**src/rtl/exp_coll_pkg.sv**
```systemverilog
// Shared definitions for the e^-x series collector: default sizes, FSM encoding
// and the "no convergence" marker.
package exp_coll_pkg;

   localparam int DW_DEF    = 10;
   localparam int DEPTH_DEF = 16;
   localparam int AW_DEF    = 4;
   localparam int TOL_DEF   = 1;

   localparam logic [AW_DEF-1:0] CONV_NONE = '1;

   typedef enum logic [1:0] {
      IDLE    = 2'd0,
      COLLECT = 2'd1,
      REPORT  = 2'd2,
      DRAIN   = 2'd3
   } state_t;

endpackage

```
**src/rtl/exp_coll_buf.sv**
```systemverilog
// Term buffer for the series collector: DEPTH x DW registers, one write port and
// one asynchronous read port. Contents are not reset.
module exp_coll_buf
   import exp_coll_pkg::*;
#(
   parameter int DW    = DW_DEF,
   parameter int DEPTH = DEPTH_DEF,
   parameter int AW    = AW_DEF
) (
   input  logic          clk,
   input  logic          we,
   input  logic [AW-1:0] waddr,
   input  logic [DW-1:0] wdata,
   input  logic [AW-1:0] raddr,
   output logic [DW-1:0] rdata
);

   logic [DW-1:0] mem [DEPTH];

   always_ff @(posedge clk) begin
      if (we) begin
         mem[waddr] <= wdata;
      end
   end

   assign rdata = mem[raddr];

endmodule

```
**src/rtl/exp_series_collector.sv**
```systemverilog
// Collects partial sums of the e^-x series, flags the first converged index and
// replays the stored terms. Optional min/max tracking under EXP_COLL_MINMAX_EN.
module exp_series_collector
   import exp_coll_pkg::*;
#(
   parameter int DW    = DW_DEF,
   parameter int DEPTH = DEPTH_DEF,
   parameter int AW    = AW_DEF,
   parameter int TOL   = TOL_DEF
) (
   input  logic          clk,
   input  logic          reset,
   input  logic [DW-1:0] sum_in,
   input  logic          sum_valid,
   input  logic          sum_finish,
   output logic          coll_ready,
   output logic [DW-1:0] result,
   output logic [AW-1:0] conv_idx,
   output logic [AW:0]   n_terms,
   output logic          overflow,
   output logic          result_valid,
   output logic [DW-1:0] rd_data,
   output logic          rd_valid,
   input  logic          rd_ready,
   output logic          rd_last
`ifdef EXP_COLL_MINMAX_EN
   ,
   output logic signed [DW-1:0] min_sum,
   output logic signed [DW-1:0] max_sum
`endif
);

   localparam logic [AW-1:0] NO_CONV = '1;

   state_t             state;
   logic [AW:0]        wr_ptr;
   logic [AW-1:0]      rd_ptr;
   logic [DW-1:0]      last_sum;
   logic [AW-1:0]      conv_work;
   logic [DW-1:0]      buf_rdata;

   logic               collecting;
   logic               full;
   logic               store;
   logic               drop;
   logic signed [DW:0] diff;
   logic signed [DW:0] abs_diff;
   logic               hit;
   logic [AW:0]        n_next;
   logic [DW-1:0]      last_next;
   logic [AW-1:0]      conv_next;

   // The "next" values include a term arriving together with sum_finish, so the
   // report reflects it.
   always_comb begin
      collecting = (state == IDLE) || (state == COLLECT);
      full       = (wr_ptr == (AW+1)'(DEPTH));
      store      = sum_valid && collecting && !full;
      drop       = sum_valid && !store;
      diff       = $signed({sum_in[DW-1], sum_in}) - $signed({last_sum[DW-1], last_sum});
      abs_diff   = diff[DW] ? -diff : diff;
      hit        = store && (wr_ptr != '0) && (conv_work == NO_CONV) &&
                   (abs_diff <= (DW+1)'(TOL));
      n_next     = store ? wr_ptr + 1'b1 : wr_ptr;
      last_next  = store ? sum_in : last_sum;
      conv_next  = hit ? wr_ptr[AW-1:0] : conv_work;
   end

   exp_coll_buf #(
      .DW    (DW),
      .DEPTH (DEPTH),
      .AW    (AW)
   ) u_buf (
      .clk   (clk),
      .we    (store),
      .waddr (wr_ptr[AW-1:0]),
      .wdata (sum_in),
      .raddr (rd_ptr),
      .rdata (buf_rdata)
   );

   always_ff @(posedge clk or posedge reset) begin
      if (reset) begin
         state        <= IDLE;
         wr_ptr       <= '0;
         rd_ptr       <= '0;
         last_sum     <= '0;
         conv_work    <= NO_CONV;
         coll_ready   <= 1'b1;
         result       <= '0;
         conv_idx     <= NO_CONV;
         n_terms      <= '0;
         overflow     <= 1'b0;
         result_valid <= 1'b0;
         rd_valid     <= 1'b0;
      end else begin
         result_valid <= 1'b0;
         if (store) begin
            wr_ptr    <= n_next;
            last_sum  <= sum_in;
            conv_work <= conv_next;
         end
         if (state == IDLE && store) begin
            overflow <= 1'b0;
         end
         if (drop) begin
            overflow <= 1'b1;
         end
         case (state)
            IDLE, COLLECT: begin
               if (sum_finish) begin
                  state        <= REPORT;
                  coll_ready   <= 1'b0;
                  result_valid <= 1'b1;
                  result       <= (n_next == '0) ? '0 : last_next;
                  conv_idx     <= conv_next;
                  n_terms      <= n_next;
               end else if (store) begin
                  state <= COLLECT;
               end
            end
            REPORT: begin
               if (n_terms != '0) begin
                  state    <= DRAIN;
                  rd_valid <= 1'b1;
               end else begin
                  state      <= IDLE;
                  coll_ready <= 1'b1;
                  wr_ptr     <= '0;
                  rd_ptr     <= '0;
                  conv_work  <= NO_CONV;
               end
            end
            DRAIN: begin
               if (rd_ready) begin
                  if (rd_last) begin
                     state      <= IDLE;
                     rd_valid   <= 1'b0;
                     coll_ready <= 1'b1;
                     wr_ptr     <= '0;
                     rd_ptr     <= '0;
                     conv_work  <= NO_CONV;
                  end else begin
                     rd_ptr <= rd_ptr + 1'b1;
                  end
               end
            end
         endcase
      end
   end

   assign rd_last = rd_valid && ({1'b0, rd_ptr} == n_terms - 1'b1);
   assign rd_data = rd_valid ? buf_rdata : '0;

`ifdef EXP_COLL_MINMAX_EN
   // The first stored term of a series seeds both extremes.
   always_ff @(posedge clk or posedge reset) begin
      if (reset) begin
         min_sum <= '0;
         max_sum <= '0;
      end else if (store) begin
         if (wr_ptr == '0) begin
            min_sum <= $signed(sum_in);
            max_sum <= $signed(sum_in);
         end else begin
            if ($signed(sum_in) < min_sum) min_sum <= $signed(sum_in);
            if ($signed(sum_in) > max_sum) max_sum <= $signed(sum_in);
         end
      end
   end
`endif

endmodule
```
**config.mk**
```make
export PLATFORM = sky130hd
export DESIGN_NAME = exp_series_collector
export DESIGN_NICKNAME = d
export VERILOG_FILES = /design/src/rtl/exp_coll_pkg.sv /design/src/rtl/exp_coll_buf.sv /design/src/rtl/exp_series_collector.sv
export SDC_FILE = /design/constraint.sdc
export NUM_CORES = 1
export LEC_CHECK = 0
export CAP_MARGIN = 20
export CORE_ASPECT_RATIO = 1.5
export CORE_MARGIN = 2
export CORE_UTILIZATION = 60
export CTS_BUF_LIST = sky130_fd_sc_hd__clkbuf_8
export CTS_CLUSTER_SIZE = 40
export DETAILED_ROUTE_END_ITERATION = 16
export PLACE_DENSITY = 0.8
export SLEW_MARGIN = 10
export SYNTH_ARGS = -nofsm -noshare
export SYNTH_HDL_FRONTEND = slang
export SYNTH_SLANG_ARGS = --single-unit
export TNS_END_PERCENT = 10
```
**constraint.sdc**
```tcl
create_clock -name clk -period 4 [get_ports clk]
set_input_delay 1.2 -clock clk [delete_from_list [all_inputs] [get_ports clk]]
set_output_delay 1.2 -clock clk [all_outputs]
set_load 0.1 [all_outputs]
```
* Word-level counts from Yosys, hierarchy flattened
Memories as Yosys holds them, arrays and structs flattened.
Cells that the tools add are included.
** Word-level totals
- Bits in registers :: 48
- Memory bits (writable) :: 160
- Input bits :: 15
- Logic and storage cells :: 95
- Memories :: 1
** Cells by class
- $add $sub $neg :: 5
- $lt $le $gt $ge :: 1
- Eq/ne operators :: 12
- Muxes and demuxes :: 41
- Reductions and logical operators :: 23
** Memories
- u_buf.mem :: words 16, width 10, read ports 1, clocked after Yosys merged registers in 0, write ports 1, RTL line exp_coll_buf.sv:18 : logic [DW-1:0] mem [DEPTH];
** Operators with widths (number)
- 4-bit 2-to-1 mux :: 8
- 10-bit 2-to-1 mux :: 3
- 5-bit 2-to-1 mux :: 5
- 4-bit one-hot mux with 2 select lines :: 2
- 1-bit 2-to-1 mux :: 13
- 11-bit by 2-bit less-or-equal comparator with 1-bit output, second input constant :: 1
- 11-bit 2-to-1 mux :: 1
- 11-bit negation :: 1
- 10-bit by 10-bit subtractor with 11-bit output :: 1
- 2-bit 2-to-1 mux :: 5
- 2-bit != test, second input constant :: 5
- 5-bit one-hot mux with 2 select lines :: 1
- 5-bit nonzero test :: 2
- 1-bit logical AND :: 8
- 4-bit AND reduction :: 2
- 2-bit one-hot mux with 3 select lines :: 1
- 3-bit AND reduction :: 2
- 5-bit by 1-bit adder with 5-bit output, second input constant :: 1
- 4-bit by 5-bit == test with 1-bit output :: 1
- 5-bit == test, second input constant :: 1
- 5-bit zero test :: 1
- 5-bit by 1-bit subtractor with 5-bit output, second input constant :: 1
- 4-bit by 1-bit adder with 4-bit output, second input constant :: 1
- 2-bit == test, second input constant :: 2
- other kinds (11) :: 13

* Depth between registers and ports, before layout
- Depth after elaboration :: 12
- Mapped depth :: 14

* Hierarchy
From an unflattened synthesis, not the netlist that was laid out.
** Unflattened totals
- Cell total of the unflattened synthesis :: 639
- Area total of the unflattened synthesis :: 9337.7 um^2
** By module, submodules not included
- exp_coll_buf :: times used 1, cells each 269, area each 6153.4 um^2, sequential area each 4804.6 um^2
- exp_series_collector :: times used 1, cells each 370, area each 3184.3 um^2, sequential area each 1212.4 um^2

* Least setup slack after synthesis
OpenSTA, ideal clock, no wires.
- Kind :: register to output
- Start :: reg n_terms[0]
- End :: out rd_last
- Arrival :: 5467 ps
- Required time :: 2800 ps
- Path slack :: -2667 ps
- Cell stages (with the launch flop) :: 8
- Buffers on the path :: 0
- Cell sequence :: dfrtp_1 -> inv_1 -> ha_1 -> o21ai_0 -> nor2_1 -> a211oi_1 -> a41oi_1 -> a2111oi_1
** On the way
- Longest elaborated chain between the ends :: 3
** Ends and longest elaborated chain
- start, declared :: RTL line exp_series_collector.sv:19 : output logic [AW:0] n_terms,
- start signal, assigned :: RTL line exp_series_collector.sv:117 : n_terms <= n_next;
- 5-bit by 1-bit subtractor with 5-bit output :: RTL line exp_series_collector.sv:152 : assign rd_last = rd_valid && ({1'b0, rd_ptr} == n_terms - 1'b1);
- 4-bit by 5-bit == test with 1-bit output :: RTL line exp_series_collector.sv:152
- 1-bit logical AND :: RTL line exp_series_collector.sv:152
- end, declared :: RTL line exp_series_collector.sv:25 : output logic rd_last
Every way passes these cells.

* Final worst setup path
- Start :: in sum_in[2]
- End :: reg conv_idx[3]
** On the way
- Longest elaborated chain between the ends :: 6
** Ends and longest elaborated chain
- start, declared :: RTL line exp_series_collector.sv:13 : input logic [DW-1:0] sum_in,
- 10-bit by 10-bit subtractor with 11-bit output * :: RTL line exp_series_collector.sv:60 : diff = $signed({sum_in[DW-1], sum_in}) - $signed({last_sum[DW-1], last_sum});
- 11-bit negation :: RTL line exp_series_collector.sv:61 : abs_diff = diff[DW] ? -diff : diff;
- 11-bit 2-to-1 mux * :: RTL line exp_series_collector.sv:61
- 11-bit by 2-bit less-or-equal comparator with 1-bit output * :: RTL line exp_series_collector.sv:63 : (abs_diff <= (DW+1)'(TOL));
- 1-bit logical AND * :: RTL line exp_series_collector.sv:62 : hit = store && (wr_ptr != '0) && (conv_work == NO_CONV) &&
- 4-bit 2-to-1 mux * :: RTL line exp_series_collector.sv:66 : conv_next = hit ? wr_ptr[AW-1:0] : conv_work;
- end signal, assigned :: RTL line exp_series_collector.sv:116 : conv_idx <= conv_next;
- end, declared :: RTL line exp_series_collector.sv:18 : output logic [AW-1:0] conv_idx,
Mark *: on every way between the ends. The rest lies on a longest branch, timed or not.
A chain may end at the register's enable or synchronous reset.

==> flow_summary.json <==
{
  "wl_per_cell_um": 22.3,
  "synth.avg_cell_area_um2": 15.5,
  "holdWs_ns": 0.506,
  "ys_seq_area_frac": 0.659,
  "antenna_found_initial": 0,
  "clk_pin_slew_worst_paths_ns": 0.06,
  "drtPass1Iterations": 5,
  "grt_max_degree": 49,
  "timing.max_cap.violations": 0,
  "yosysWarnings": 0,
  "num_antenna_cells": 0,
  "synth_edf_count": 160,
  "synth_seq_cells": 208,
  "swShare": 0.423,
  "synthArstFlopShare": 0.231,
  "peakVddDrop_uv": 846,
  "powerDensity_nw_per_um2": 834,
  "port_buffers": 48,
  "clock_sinks": 208,
  "worst_slew_pin_slew_ns": 0.994,
  "core_um2": 15000,
  "grt.overflow.total": 0,
  "status": "finished, final reports clean",
  "critPathRequiredTime_ns": 4.47,
  "initial_core_util": 0.609,
  "fin_crit_sh": 0.991,
  "crit_path_end_kind": "flop",
  "power_switching_w": 0.00396,
  "slew_viol_final": 0,
  "power_frac_comb": 0.508,
  "grtUsageMet2": 0.460,
  "cp-start-kind": "input pin",
  "syn2layout_area_growth_pct": 22.8,
  "path_max_fanout": 6,
  "finalNonFillerCells": 935,
  "synthCells": 589,
  "regArea_um2": 6020,
  "multi_input_area_um2": 3070,
  "vias_per_cell": 6.05,
  "worstHoldPathCells": 2,
  "hold_viol_final": 0,
  "cpPeakStageDelay_ns": 0.59,
  "root_buffer": "clkbuf_8",
  "clock_latency_ns": 0.55,
  "drc": 0,
  "hold_path_class": "flop to flop",
  "finalWirelength_um": 20800,
  "grt_pass1_wl_um": 32000,
  "use_met1": 0.321,
  "gp_congestion": 0.922,
  "skew_ns": 0.00917,
  "pin_count": 49,
  "hpwl_um": 13900,
  "syn_area_um2": 9140,
  "pre_cts_ws_ns": -0.832,
  "max_slew_margin": 0.335,
  "drive_gt1_frac": 0.311,
  "reg2reg_depth": 14,
  "synth_cell_type_count": 60,
  "syn_nets": 623,
  "arrival_ns": 4.43,
  "p_leak_nw": 4.09,
  "ctsHoldBuffers": 0,
  "post_dp_cell_area_um2": 10400,
  "cp_cell_sequence": "clkdlybuf4s50_1 > ha_4 > a211oi_4 > buf_4 > nor2_2 > o211ai_1 > a21oi_4 > a2111oi_4 > a221oi_1 > o41ai_4 > buf_6 > mux2i_2 > a21oi_1",
  "cts_tree": "done",
  "clock_path_buffers": 3,
  "dieArea_um2": 16200,
  "final_nets": 746,
  "finalSetupViolCount": 0,
  "placement_rows": 55,
  "p_seq_frac": 0.305,
  "crit_cells": 13,
  "num_vias": 5655,
  "synth-main-ff-cell": "edfxtp_1",
  "grt_busiest_layer": "met2",
  "cp_slowest_cell": "clkdlybuf4s50_1",
  "period_needed_ns": 3.96,
  "clkPwrFrac": 0.187,
  "crit_buf_inv": 3,
  "ant_nets": 0,
  "first_global_vias": 5826,
  "die_y_um": 155,
  "met3_usage": 0.0369,
  "grt_use_total": 0.261,
  "drt-initial-drc-count": 489,
  "h-tree-depth": 1,
  "numCtsBuffers": 30,
  "die_x_um": 105,
  "final_area_um2": 11200,
  "dp.cells": 875,
  "crit_family": "compound AO/OA/AOI/OAI gates",
  "crit_type": "input pin to flop",
  "utilization": 0.748,
  "power.internal_w": 0.00540,
  "fillers": 927,
  "fmax_mhz": 252,
  "fin_ws_ns": 0.0375
}
[layout by cell type, fill, tap and decap left out, types with 11 or more instances in the layout]
cell and count:
edfxtp_1 160, buf_4 70, mux4_2 50, nor2_1 47, nand2_1 40, inv_1 37
dfrtp_1 36, clkbuf_8 33, clkdlybuf4s50_1 26, a21oi_1 23, o21ai_0 16, ha_1 16
buf_12 14, xnor2_1 11, and2_1 11
[routing by layer]
layer / wire [µm] / vias up
met5: 0 / -
met4: 826 / 0
li1: - / 2483
met3: 1330 / 62
met1: 7580 / 2846
met2: 11100 / 264
[power by group through the flow]
stage	registers, W	logic [W]	clock network, W
2_1_floorplan	0.00345	0.00252	0
3_3_place_gp	0.00288	0.00434	0
3_5_place_dp	0.00289	0.00448	0
4_1_cts	0.00284	0.00459	0.00177
5_1_grt	0.00289	0.00501	0.00186
6_report	0.00286	0.00475	0.00175
[synthesized netlist by cell type (2+ instances only)]
master       n  area (µm²)
clkbuf_1    16        60.1
nand2_1     40         150
nor2b_1      7        43.8
nor3_1       8        40.0
buf_1        5        18.8
xor2_2       2        32.5
dfstp_2      9         236
mux4_2      50        1130
o21ai_0     16        80.1
a41oi_1      2        17.5
a21oi_1     26         130
a2111oi_2    2        30.0
o311ai_0     2        17.5
o21a_1       2        15.0
a211oi_1     2        15.0
nand4_1      4        25.0
a31oi_1      3        18.8
mux2i_1      5        50.1
buf_2        2        10.0
a221o_1      2        20.0
nand3_1      5        25.0
and2_1      11        68.8
edfxtp_1   160        4800
o22ai_1      2        12.5
nand2b_1     6        37.5
inv_1       35         131
nor3b_1      6        45.0
nor2_1      48         180
ha_1        18         225
o21ai_1      5        25.0
xnor2_1     12         105
dfrtp_1     39         976
xor2_1       7        61.3
o211ai_1     4        30.0
[final timing paths]
| check | startpoint | end | slack [ns] |
|---|---|---|---|
| max in group asynchronous | reset | conv_idx[2] | 2.49 |
| hold / removal | coll_ready | coll_ready | 0.51 |
| setup / recovery | sum_in[2] | conv_idx[3] | 0.04 |
| setup reg to reg | last_sum[0] | conv_idx[3] | 0.59 |
| min in group asynchronous | reset | state[0] | 0.95 |
| hold reg to reg | coll_ready | coll_ready | 0.51 |
[per-stage QoR]
stage                     power [W]  TNS (ns)
after floorplan             0.00597         0
after CTS                   0.00920         0
after global placement      0.00722     -4.44
final                       0.00936         0
after global routing        0.00976    -0.116
after detailed placement    0.00737     -6.49
[area by class of cell]
cell class / count / share of cell area
Clock inverter: 23 / 0.0164
Timing Repair Buffer: 114 / 0.0986
Inverter: 36 / 0.0120
Sequential cell: 208 / 0.537
Tap cell: 199 / 0.0222
Multi-Input combinational cell: 322 / 0.274
Clock buffer: 33 / 0.0405
[what timing repair did]
item / CTS / global route
gates resized for setup: 8 / 25
pin swaps: 4 / 15
setup buffers: 1 / 2
endpoints found under the setup margin: 17 / 9
gates cloned: 0 / 0
[kinds of logic (layout without fill, tap and decap cells)]
group / Yosys count / in the layout / synth area share
xor gates and xnor gates: 21 / 21 / 0.0218
DFF: 208 / 208 / 0.659
buffers and inverters: 59 / 206 / 0.0245
and+or+nand+nor: 143 / 143 / 0.0742
AOI/OAI and AO/OA: 84 / 84 / 0.0652
adders and majority gates: 19 / 19 / 0.0268
muxes: 55 / 55 / 0.129
[worst register-to-register path, delay by kind of cell, from the launching register on]
family | cells | cell delay, ns
AND/OR/NAND/NOR | 1 | 0.05
adder cells (fa/ha/maj) | 2 | 0.59
buffers and inverters | 3 | 0.40
multiplexers | 1 | 0.25
flip-flops | 1 | 0.35
AO/OA/AOI/OAI | 7 | 1.68
[sequential cells by signal, indices dropped and copies added (netlist names)]
signal	count
rd_ptr	4
result	10
conv_idx	4
state	2
n_terms	5
u_buf.mem	160
rd_valid	1
conv_work	4
result_valid	1
overflow	1
last_sum	10
wr_ptr	5
coll_ready	1
No activity file was read; power rests on OpenSTA's default activity.
